### config.mk
export PLATFORM = sky130hd
export DESIGN_NAME = cdb_arbiter
export DESIGN_NICKNAME = d
export VERILOG_FILES = /design/src/rtl/cdb_arbiter.sv
export SDC_FILE = /design/constraint.sdc
export NUM_CORES = 2
export LEC_CHECK = 0
export ABC_CLOCK_PERIOD_IN_PS = 6400
export BUFFER_PORTS_ARGS = -buffer_cell sky130_fd_sc_hd__buf_4
export CORE_ASPECT_RATIO = 0.9
export CORE_MARGIN = 2
export CORE_UTILIZATION = 40
export CTS_BUF_LIST = sky130_fd_sc_hd__clkbuf_4
export DETAILED_ROUTE_END_ITERATION = 8
export PLACE_DENSITY = 0.59
export SLEW_MARGIN = 20
export SYNTH_ARGS = -nofsm -noshare
export SYNTH_HDL_FRONTEND = slang
export SYNTH_HIERARCHICAL = 1
export SYNTH_SLANG_ARGS = --single-unit
export TNS_END_PERCENT = 20
### constraint.sdc
create_clock -name clk -period 6.4 [get_ports clk]
set_input_delay 0.64 -clock clk [delete_from_list [all_inputs] [get_ports clk]]
set_output_delay 0.64 -clock clk [all_outputs]
set_load 0.02 [all_outputs]
### src/rtl/cdb_arbiter.sv
// Common data bus arbiter: each functional unit queues completions in a small
// FIFO; every cycle up to four queue heads are picked round-robin and
// broadcast on the four registered CDB slots. Slot 2 carries no branch
// decision, so branch completions only use slots 1, 3 and 4.

// Two-entry FIFO for one requester. Pointers are single wrap bits and the
// occupancy is tracked explicitly, so full/empty never depend on pointer compare.
module cdb_fifo2 #(
  parameter int W = 8
) (
  input  logic         clk,
  input  logic         rst,
  input  logic         flush,
  input  logic         push,
  input  logic         pop,
  input  logic [W-1:0] din,
  output logic [W-1:0] dout,
  output logic         vld,
  output logic         ready
);
  logic [W-1:0] mem [2];
  logic         wptr, rptr;
  logic [1:0]   cnt;

  // pointer and occupancy update; flush empties the queue outright
  always_ff @(posedge clk or negedge rst) begin
    if (!rst) begin
      wptr <= 1'b0;
      rptr <= 1'b0;
      cnt  <= 2'd0;
    end else if (flush) begin
      wptr <= 1'b0;
      rptr <= 1'b0;
      cnt  <= 2'd0;
    end else begin
      if (push) wptr <= ~wptr;
      if (pop)  rptr <= ~rptr;
      cnt <= cnt + {1'b0, push} - {1'b0, pop};
    end
  end

  // storage needs no reset: occupancy decides what is visible
  always_ff @(posedge clk) begin
    if (push && !flush) mem[wptr] <= din;
  end

  assign dout  = mem[rptr];
  assign vld   = (cnt != 2'd0);
  // ready looks at the count before any same-cycle pop; held low in reset
  assign ready = rst && (cnt != 2'd2);
endmodule

module cdb_arbiter #(
  parameter int NUM_REQ = 6,
  parameter int ROBEN_W = 5   // ROB index bits + 1; ROBEN 0 means "no broadcast"
) (
  input  logic                       clk,
  input  logic                       rst,
  input  logic                       FLUSH_Flag,
  input  logic [NUM_REQ-1:0]         req_valid,
  input  logic [NUM_REQ*ROBEN_W-1:0] req_ROBEN,
  input  logic [NUM_REQ*32-1:0]      req_Write_Data,
  input  logic [NUM_REQ-1:0]         req_is_branch,
  input  logic [NUM_REQ-1:0]         req_Branch_Decision,
  input  logic [NUM_REQ-1:0]         req_EXCEPTION,
  output logic [NUM_REQ-1:0]         req_ready,
  output logic [ROBEN_W-1:0]         CDB_ROBEN1,
  output logic [ROBEN_W-1:0]         CDB_ROBEN2,
  output logic [ROBEN_W-1:0]         CDB_ROBEN3,
  output logic [ROBEN_W-1:0]         CDB_ROBEN4,
  output logic [31:0]                CDB_ROBEN1_Write_Data,
  output logic [31:0]                CDB_ROBEN2_Write_Data,
  output logic [31:0]                CDB_ROBEN3_Write_Data,
  output logic [31:0]                CDB_ROBEN4_Write_Data,
  output logic                       CDB_Branch_Decision1,
  output logic                       CDB_Branch_Decision2,
  output logic                       CDB_Branch_Decision3,
  output logic                       CDB_EXCEPTION1,
  output logic                       CDB_EXCEPTION2,
  output logic                       CDB_EXCEPTION3,
  output logic                       CDB_EXCEPTION4
);
  typedef struct packed {
    logic [ROBEN_W-1:0] roben;
    logic [31:0]        data;
    logic               is_branch;
    logic               dec;
    logic               exc;
  } cdb_ent_t;

  localparam int EW    = $bits(cdb_ent_t);
  localparam int PTR_W = (NUM_REQ > 1) ? $clog2(NUM_REQ) : 1;
  localparam logic [PTR_W:0]   NR      = (PTR_W+1)'(NUM_REQ);
  localparam logic [PTR_W-1:0] LAST_RQ = PTR_W'(NUM_REQ - 1);

  logic [NUM_REQ-1:0][EW-1:0] din;
  logic [NUM_REQ-1:0][EW-1:0] head;
  logic [NUM_REQ-1:0]         head_vld;
  logic [NUM_REQ-1:0]         push;
  logic [NUM_REQ-1:0]         grant;

  logic [PTR_W-1:0] rr_ptr;
  logic [PTR_W-1:0] last;
  logic             any;
  logic [PTR_W:0]   sum;
  logic [PTR_W-1:0] sel;
  logic [2:0]       s;
  logic [4:1]       taken;
  cdb_ent_t         e;
  cdb_ent_t [4:1]   slot_ent;
  cdb_ent_t [4:1]   cdb_q;

  // per-lane request packing; ROBEN 0 is handshaken but never stored
  for (genvar g = 0; g < NUM_REQ; g++) begin : g_lane
    assign din[g]  = {req_ROBEN[g*ROBEN_W +: ROBEN_W], req_Write_Data[g*32 +: 32],
                      req_is_branch[g], req_Branch_Decision[g], req_EXCEPTION[g]};
    assign push[g] = req_valid[g] & req_ready[g] & ~FLUSH_Flag &
                     (|req_ROBEN[g*ROBEN_W +: ROBEN_W]);
  end

  cdb_fifo2 #(.W(EW)) u_fifo [NUM_REQ-1:0] (
    .clk   (clk),
    .rst   (rst),
    .flush (FLUSH_Flag),
    .push  (push),
    .pop   (grant),
    .din   (din),
    .dout  (head),
    .vld   (head_vld),
    .ready (req_ready)
  );

  // round-robin scan of queue heads from rr_ptr; each head takes the first
  // free slot it is allowed (non-branch 2,1,3,4; branch 1,3,4) or is skipped
  always_comb begin
    grant    = '0;
    slot_ent = '0;
    taken    = '0;
    last     = '0;
    any      = 1'b0;
    sum      = '0;
    sel      = '0;
    s        = 3'd0;
    e        = '0;
    for (int k = 0; k < NUM_REQ; k++) begin
      sum = {1'b0, rr_ptr} + (PTR_W+1)'(k);
      if (sum >= NR) sum = sum - NR;
      sel = sum[PTR_W-1:0];
      e   = cdb_ent_t'(head[sel]);
      s   = 3'd0;
      if (head_vld[sel]) begin
        if (!e.is_branch && !taken[2]) s = 3'd2;
        else if (!taken[1])            s = 3'd1;
        else if (!taken[3])            s = 3'd3;
        else if (!taken[4])            s = 3'd4;
      end
      if (s != 3'd0) begin
        taken[s]        = 1'b1;
        slot_ent[s]     = e;
        slot_ent[s].dec = e.dec & e.is_branch;
        grant[sel]      = 1'b1;
        last            = sel;
        any             = 1'b1;
      end
    end
  end

  // fairness pointer moves just past the last requester served
  always_ff @(posedge clk or negedge rst) begin
    if (!rst)            rr_ptr <= '0;
    else if (FLUSH_Flag) rr_ptr <= '0;
    else if (any)        rr_ptr <= (last == LAST_RQ) ? '0 : last + 1'b1;
  end

  // registered broadcast; unused slots are all-zero from slot_ent defaults
  always_ff @(posedge clk or negedge rst) begin
    if (!rst)            cdb_q <= '0;
    else if (FLUSH_Flag) cdb_q <= '0;
    else                 cdb_q <= slot_ent;
  end

  assign CDB_ROBEN1 = cdb_q[1].roben;
  assign CDB_ROBEN2 = cdb_q[2].roben;
  assign CDB_ROBEN3 = cdb_q[3].roben;
  assign CDB_ROBEN4 = cdb_q[4].roben;
  assign CDB_ROBEN1_Write_Data = cdb_q[1].data;
  assign CDB_ROBEN2_Write_Data = cdb_q[2].data;
  assign CDB_ROBEN3_Write_Data = cdb_q[3].data;
  assign CDB_ROBEN4_Write_Data = cdb_q[4].data;
  assign CDB_Branch_Decision1  = cdb_q[1].dec;
  assign CDB_Branch_Decision2  = cdb_q[3].dec;
  assign CDB_Branch_Decision3  = cdb_q[4].dec;
  assign CDB_EXCEPTION1 = cdb_q[1].exc;
  assign CDB_EXCEPTION2 = cdb_q[2].exc;
  assign CDB_EXCEPTION3 = cdb_q[3].exc;
  assign CDB_EXCEPTION4 = cdb_q[4].exc;

  // slot 2 has no decision output and is_branch is folded into dec
  logic [4:0] unused_bits;
  assign unused_bits = {cdb_q[1].is_branch, cdb_q[2].is_branch, cdb_q[2].dec,
                        cdb_q[3].is_branch, cdb_q[4].is_branch};
endmodule

# Word-level counts from Yosys, hierarchy flattened
# Memory sizes are Yosys's and may differ from the RTL's.
# Cells that the tools add are included.
[word_totals] inputBits=249 ramBits=480 mem_count=6 output_inout_bits=161 elab_cells=408 regBits=182
[mem_list] memory="u_fifo[0].mem" words=2 word_bits=40 read_ports=1 rd_clocked_by_memory_dff=0 write_ports=1 line_no="21" text="logic [W-1:0] mem [2];"
[mem_list] memory="u_fifo[1].mem" words=2 word_bits=40 read_ports=1 rd_clocked_by_memory_dff=0 write_ports=1 line_no="21"
[mem_list] memory="u_fifo[2].mem" words=2 word_bits=40 read_ports=1 rd_clocked_by_memory_dff=0 write_ports=1 line_no="21"
[mem_list] memory="u_fifo[3].mem" words=2 word_bits=40 read_ports=1 rd_clocked_by_memory_dff=0 write_ports=1 line_no="21"
[mem_list] memory="u_fifo[4].mem" words=2 word_bits=40 read_ports=1 rd_clocked_by_memory_dff=0 write_ports=1 line_no="21"
[mem_list] memory="u_fifo[5].mem" words=2 word_bits=40 read_ports=1 rd_clocked_by_memory_dff=0 write_ports=1 line_no="21"
[op_classes] n_lt_le_gt_ge=30 eq_ne=7 n_reduce_logical=71 add_sub_neg=24 mux=189 bitwise_logic=47
[ops] operator="$bwmux W160" count=11
[ops] operator="$demux W40 S3" count=12
[ops] operator="$mux W160" count=7
[ops] operator="$bmux W40 S3" count=6
[ops] operator="$mux W40" count=12
[ops] operator="$and A160 B160 Y160" count=1
[ops] operator="$mux W3" count=40
[ops] operator="$mux W1" count=59
[ops] operator="$lt A3 B4 Y1 const B" count=12
[ops] operator="$reduce_bool A2 Y1" count=19
[ops] operator="$ge A3 B1 Y1 const B" count=12
[ops] operator="$mux W6" count=6
[ops] operator="$demux W1 S3" count=11
[ops] operator="$or A6 B6 Y6" count=5
[ops] operator="$reduce_or A5 Y1" count=6
[ops] operator="$logic_and A1 B1 Y1" count=29
[ops] operator="$mux W2" count=14
[ops] operator="$and A1 B1 Y1" count=24
[ops] operator="$ge A4 B3 Y1 const B" count=5
[ops] operator="$mux W4" count=5
[ops] operator="$bmux W1 S3" count=6
[ops] operator="$reduce_bool A3 Y1" count=6
[ops] operator="$sub A3 B3 Y3 const B" count=6
[ops] operator="$or A4 B4 Y4" count=4
[ops] operator="11 further kinds" count=50

# Depth between registers and ports, before layout
[depth] word_depth=68 ltp_mapped=23 depth_no_buf=19

# Cells and area by module
# Netlist, hierarchy kept.
[modules_own_cells] module="cdb_fifo2" area_each_um2=3310.7 n_inst=6 seq_area_each_um2=2502.4 cells_per_inst=144
[modules_own_cells] module="cdb_arbiter" area_each_um2=19253.5 n_inst=1 seq_area_each_um2=3953.8 cells_per_inst=2707

# Least setup slack after synthesis
# Ideal clock, no wire load.
[synth_timing] kind="input to register" startpoint="in rst" endpoint="mem u_fifo[0]/mem[0][0] (netlist name) (enable)" arrival_time_ns=4.643 t_required_ns=5.904 stages=4 n_path_buf=0 path_slack_ns=1.261 setup_time_ns=0.496 path_cell_list="a21boi_0 > nand2_1 > nor3_1 > nor3b_1"
[synth_between] elab_chain_len=7
[synth_lines] element="start: declaration" line_no="58" text="input logic rst,"
[synth_lines] element="$logic_and A1 B1 Y1" line_no="50" text="assign ready = rst && (cnt != 2'd2);"
[synth_lines] element="$and A1 B1 Y1 (3 in a row)" line_no="117" text="assign push[g] = req_valid[g] & req_ready[g] & ~FLUSH_Flag &"
[synth_lines] element="named net push[0]" line_no="99" text="logic [NUM_REQ-1:0] push;"
[synth_lines] element="$logic_and A1 B1 Y1" line_no="44" text="if (push && !flush) mem[wptr] <= din;"
[synth_lines] element="$mux W1" line_no="44"
[synth_lines] element="$mux W1 (not written as such)" line_no="44"
[synth_lines] element="end: declaration" line_no="21"
# The timed path passes the listed nets, and every way through them passes these cells.

# Worst setup path after layout
[layout_timing] startpoint="reg rr_ptr[1]" endpoint="reg cdb_q, in the netlist CDB_ROBEN4_Write_Data[30]"
[layout_between] elab_chain_len=68 word_cells_on_any_way=169 cone_classes="add/sub: 11; order compare: 18; mux: 108; bitwise: 5; reduce/logical: 27"
[layout_lines] element="start: declaration" line_no="102" text="logic [PTR_W-1:0] rr_ptr;"
[layout_lines] element="start signal: assignment" line_no="172" text="else if (any) rr_ptr <= (last == LAST_RQ) ? '0 : last + 1'b1;"
[layout_lines] element="$sub A3 B3 Y3 / $ge A3 B3 Y1 (equally long branches)" line_no="147" text="if (sum >= NR) sum = sum - NR;"
[layout_lines] element="$mux W3" line_no="147"
[layout_lines] element="$bmux W40 S3" line_no="149" text="e = cdb_ent_t'(head[sel]);"
[layout_lines] element="$mux W40 (not written as such)" line_no="149"
[layout_lines] element="$mux W2" line_no="152" text="if (!e.is_branch && !taken[2]) s = 3'd2;"
[layout_lines] element="$mux W2" line_no="151" text="if (head_vld[sel]) begin"
[layout_lines] element="$lt A3 B4 Y1 (not written as such) / $ge A3 B1 Y1 (equally long branches)" line_no="158, 159"
[layout_lines] element="$logic_and A1 B1 Y1 (not written as such)" line_no="158, 159"
[layout_lines] element="[... 52 more ...]"
[layout_lines] element="$lt A3 B4 Y1 (not written as such) / $ge A3 B1 Y1 (equally long branches)" line_no="159" text="slot_ent[s] = e;"
[layout_lines] element="$logic_and A1 B1 Y1 (not written as such)" line_no="159"
[layout_lines] element="$mux W40 (not written as such)" line_no="159"
[layout_lines] element="$demux W40 S3" line_no="159"
[layout_lines] element="$bwmux W160" line_no="159"
[layout_lines] element="$bwmux W160" line_no="160" text="slot_ent[s].dec = e.dec & e.is_branch;"
[layout_lines] element="$mux W160 (*)" line_no="157" text="if (s != 3'd0) begin"
[layout_lines] element="$mux W160 (*)" line_no="178" text="else if (FLUSH_Flag) cdb_q <= '0;"
[layout_lines] element="end signal: assignment" line_no="179" text="else cdb_q <= slot_ent;"
[layout_lines] element="end: declaration" line_no="111" text="cdb_ent_t [4:1] cdb_q;"
# Mark *: on every way between the ends. The rest lies on a longest branch, timed or not. The select of a mux whose other input is x is not followed.
# A chain may end at the register's enable or synchronous reset.

==> reports/results.tsv <==
stage	metric	value	unit
status	status	complete, no violations	
logic_synthesis	yosys_warnings	6	
timing	clock_skew	0.0801	ns
placed_design	place.gp.congestion	1.03	
worst_setup_path	start_kind	flip-flop	
floorplanning	die_h	301	microns
timing	max-slew-margin-rel	15.4	%
run	cap_violations	0	
layout	final_cell_mix	buf_4 (523), edfxtp_1 (480), nor2_1 (428)	
timing	worstMarginPinSlew	1.26	ns
detailed_routing	drcViolationCount	0	
clock_network	clk_pin_slew_worst_paths	0.07	ns
clock_network	clockRootBuffer	clkbuf_4	
global_route	grt_usage	32.0	%
detailed_routing	drt-pass1-iter-count	7	
clock_network	clock_latency	1.13	ns
layout	final_common_cell	buf_4	
worst_setup_path	worstPathMaxFanout	40	
global_route	use_met1	48.3	%
placed_design	port_buffers	409	
timing	period_needed	6.15	ns
logic_synthesis	syn-cell-area	39100	sq um
logic_synthesis	synthCells	3571	
clock_network	cts_made_buffers	170	
logic_synthesis	synth_cell_types	88	
global_route	gr-total-overflow	0	
floorplanning	die_area	100000	sq um
logic_synthesis	synth_nets	3840	
detailed_routing	via_per_inst	6.12	
layout	finalNetCount	4459	
logic_synthesis	synth-edff-count	480	
global_route	first_global_vias	31351	
placed_design	dp_hpwl	121000	microns
floorplanning	ios	410	
min_path	hold_path_class	in -> async	
timing	rsz0062_at_grt	false	
clock_network	htreeDepth	4	
global_route	grt_pass1_wl	231000	microns
global_route	use_met3	8.55	%
global_route	antenna_found_initial	2	
timing	max_freq	163	MHz
logic_synthesis	syn_area_per_cell	11.0	sq um
global_route	grt_max_degree	161	
timing	finalWorstSetupSlack	0.253	ns
logic_synthesis	synth_top_cell_by_area	edfxtp_1	
detailed_routing	antenna_left	0	
timing	setup_tns	0	ns
floorplanning	start_util	40.5	%
worst_setup_path	crit_arrival	7.10	ns
clock_network	clock_path_buffers	3	
logic_synthesis	synthFlopType	edfxtp_1	
logic_synthesis	synthArstFlopShare	27.5	%
timing	setup_violations	0	
worst_setup_path	worst-setup-path-type	reg -> reg	
logic_synthesis	ys_ff_latch	662	
global_route	busiest_layer	met1	
clock_network	cts_tree	done	
placed_design	dp_slack	0.599	ns
logic_synthesis	yosys-top-cells-area	edfxtp_1 (37%), dfrtp_1 (12%), mux2_4 (9.1%)	
floorplanning	rows	108	
logic_synthesis	synth_top_area_share	36.8	%
global_route	grt_util_met2	44.4	%
detailed_routing	drtIter0Drc	5093	
detailed_routing	vias	34171	
worst_setup_path	worstPathRequired	7.36	ns
detailed_routing	finalWirelength	164000	microns
detailed_routing	post_drt_wl_per_cell	29.4	microns
logic_synthesis	yosysSeqAreaShare	48.5	%
floorplanning	die_w	334	microns
layout	area_growth	22.2	%
clock_network	post_cts.repair.setup_buffers	0	
floorplanning	core	96600	sq um
timing	period_share	96.0	%
clock_network	cts.sinks	662	
placed_design	place_area	43100	sq um
layout	drive_above_1_share	28.7	%
worst_setup_path	endpoint_kind	flip-flop	
timing	slew_violations	0	
timing	hold_violations	0	
layout	stdcell_area	47800	sq um
==> final timing paths <==
kind | start | slack [ns] | to | cells past startpoint
setup / recovery | rr_ptr[1] | 0.25 | CDB_ROBEN4_Write_Data[30] | 14
hold / removal | rst | 0.14 | CDB_ROBEN1_Write_Data[21] | 2
setup reg to reg | rr_ptr[1] | 0.25 | CDB_ROBEN4_Write_Data[30] | 14
hold reg to reg | u_fifo[3]/wptr | 0.58 | u_fifo[3]/wptr | 2
max in group asynchronous | rst | 4.23 | CDB_EXCEPTION4 | 4
min in group clk | req_valid[5] | 0.20 | u_fifo[5]/wptr | 5
==> state kept, by name (all words and copies together) (netlist names), 6 cells and up <==
| signal | flops |
|---|---|
| u_fifo/cnt | 12 |
| CDB_ROBEN2_Write_Data | 32 |
| u_fifo/mem | 480 |
| CDB_ROBEN3_Write_Data | 32 |
| u_fifo/rptr | 6 |
| CDB_ROBEN4_Write_Data | 32 |
| u_fifo/wptr | 6 |
| CDB_ROBEN1_Write_Data | 32 |
==> metrics by stage <==
step                util [%]  hold WS, ns  std cells
finish                  49.5        0.139       5585
global route            49.5        0.119       5581
CTS                     49.4      0.00773       5575
detailed placement      44.6        0.560       5036
global placement        44.6        0.552       5036
floorplan                  -        0.344       3571
==> metal layers <==
layer | wire length (microns) | vias up
met5 | 0 | -
met3 | 18300 | 180
met2 | 67200 | 2194
met4 | 4030 | 0
met1 | 74700 | 16720
li1 | - | 15077
==> layout make-up <==
cell class              count  area, sq um
flip-flops and latches    662        19000
diodes                      9         22.5
repair buffers            774         6470
well taps                1265         1580
clock inverters            43          285
inverters                  21         78.8
multi-input cells        2561        18500
clock buffers             250         1880
fillers                  8586        48800
==> cells by family (layout without fill, tap and decap cells) <==
family,Yosys count,after routing,synth area share [%]
mux,503,503,16.3
simple gates,724,724,7.85
compound gates,1289,1289,21.1
buf+inv,348,1088,4.69
other cells,0,9,0
flops,662,662,48.5
fa+ha+maj,20,20,0.640
xor+xnor,25,25,0.857
==> cells in the mapped netlist (8+ instances only) <==
cell	n
edfxtp_1	480
nor2_1	430
o21ai_0	354
a21oi_1	302
mux2_4	236
clkbuf_1	224
dfrtp_1	182
nand2_1	174
a221oi_1	138
mux2i_1	137
o22ai_1	135
mux2_2	128
a211oi_1	71
a22oi_1	60
o22a_1	52
o221ai_1	44
o211ai_1	43
buf_1	41
a31oi_1	27
nor3_1	25
buf_12	24
buf_2	22
inv_1	21
ha_1	20
xnor2_1	15
buf_6	13
nand2b_1	13
nand3_1	12
nor2b_1	11
nor3b_1	8
==> worst max-delay path: stages (launching register included) <==
cell,delay [ns]
dfrtp_1,0.72
ha_1,0.91
xor2_2,0.21
buf_4,0.27
o32ai_2,0.66
nand2_1,0.22
buf_4,0.34
and2_1,0.26
o21ai_2,0.17
buf_4,0.50
nand2_1,0.14
nor3_2,0.79
buf_4,0.43
a221oi_1,0.14
nor2_1,0.19
==> what timing repair did <==
action	4_1_cts	5_1_grt
hold buffers	246	0
resized for setup	0	0
endpoints found under the hold margin	554	0
Power is not shown: default switching activity piles up to over one toggle a cycle in this logic, so the estimate is an artifact.
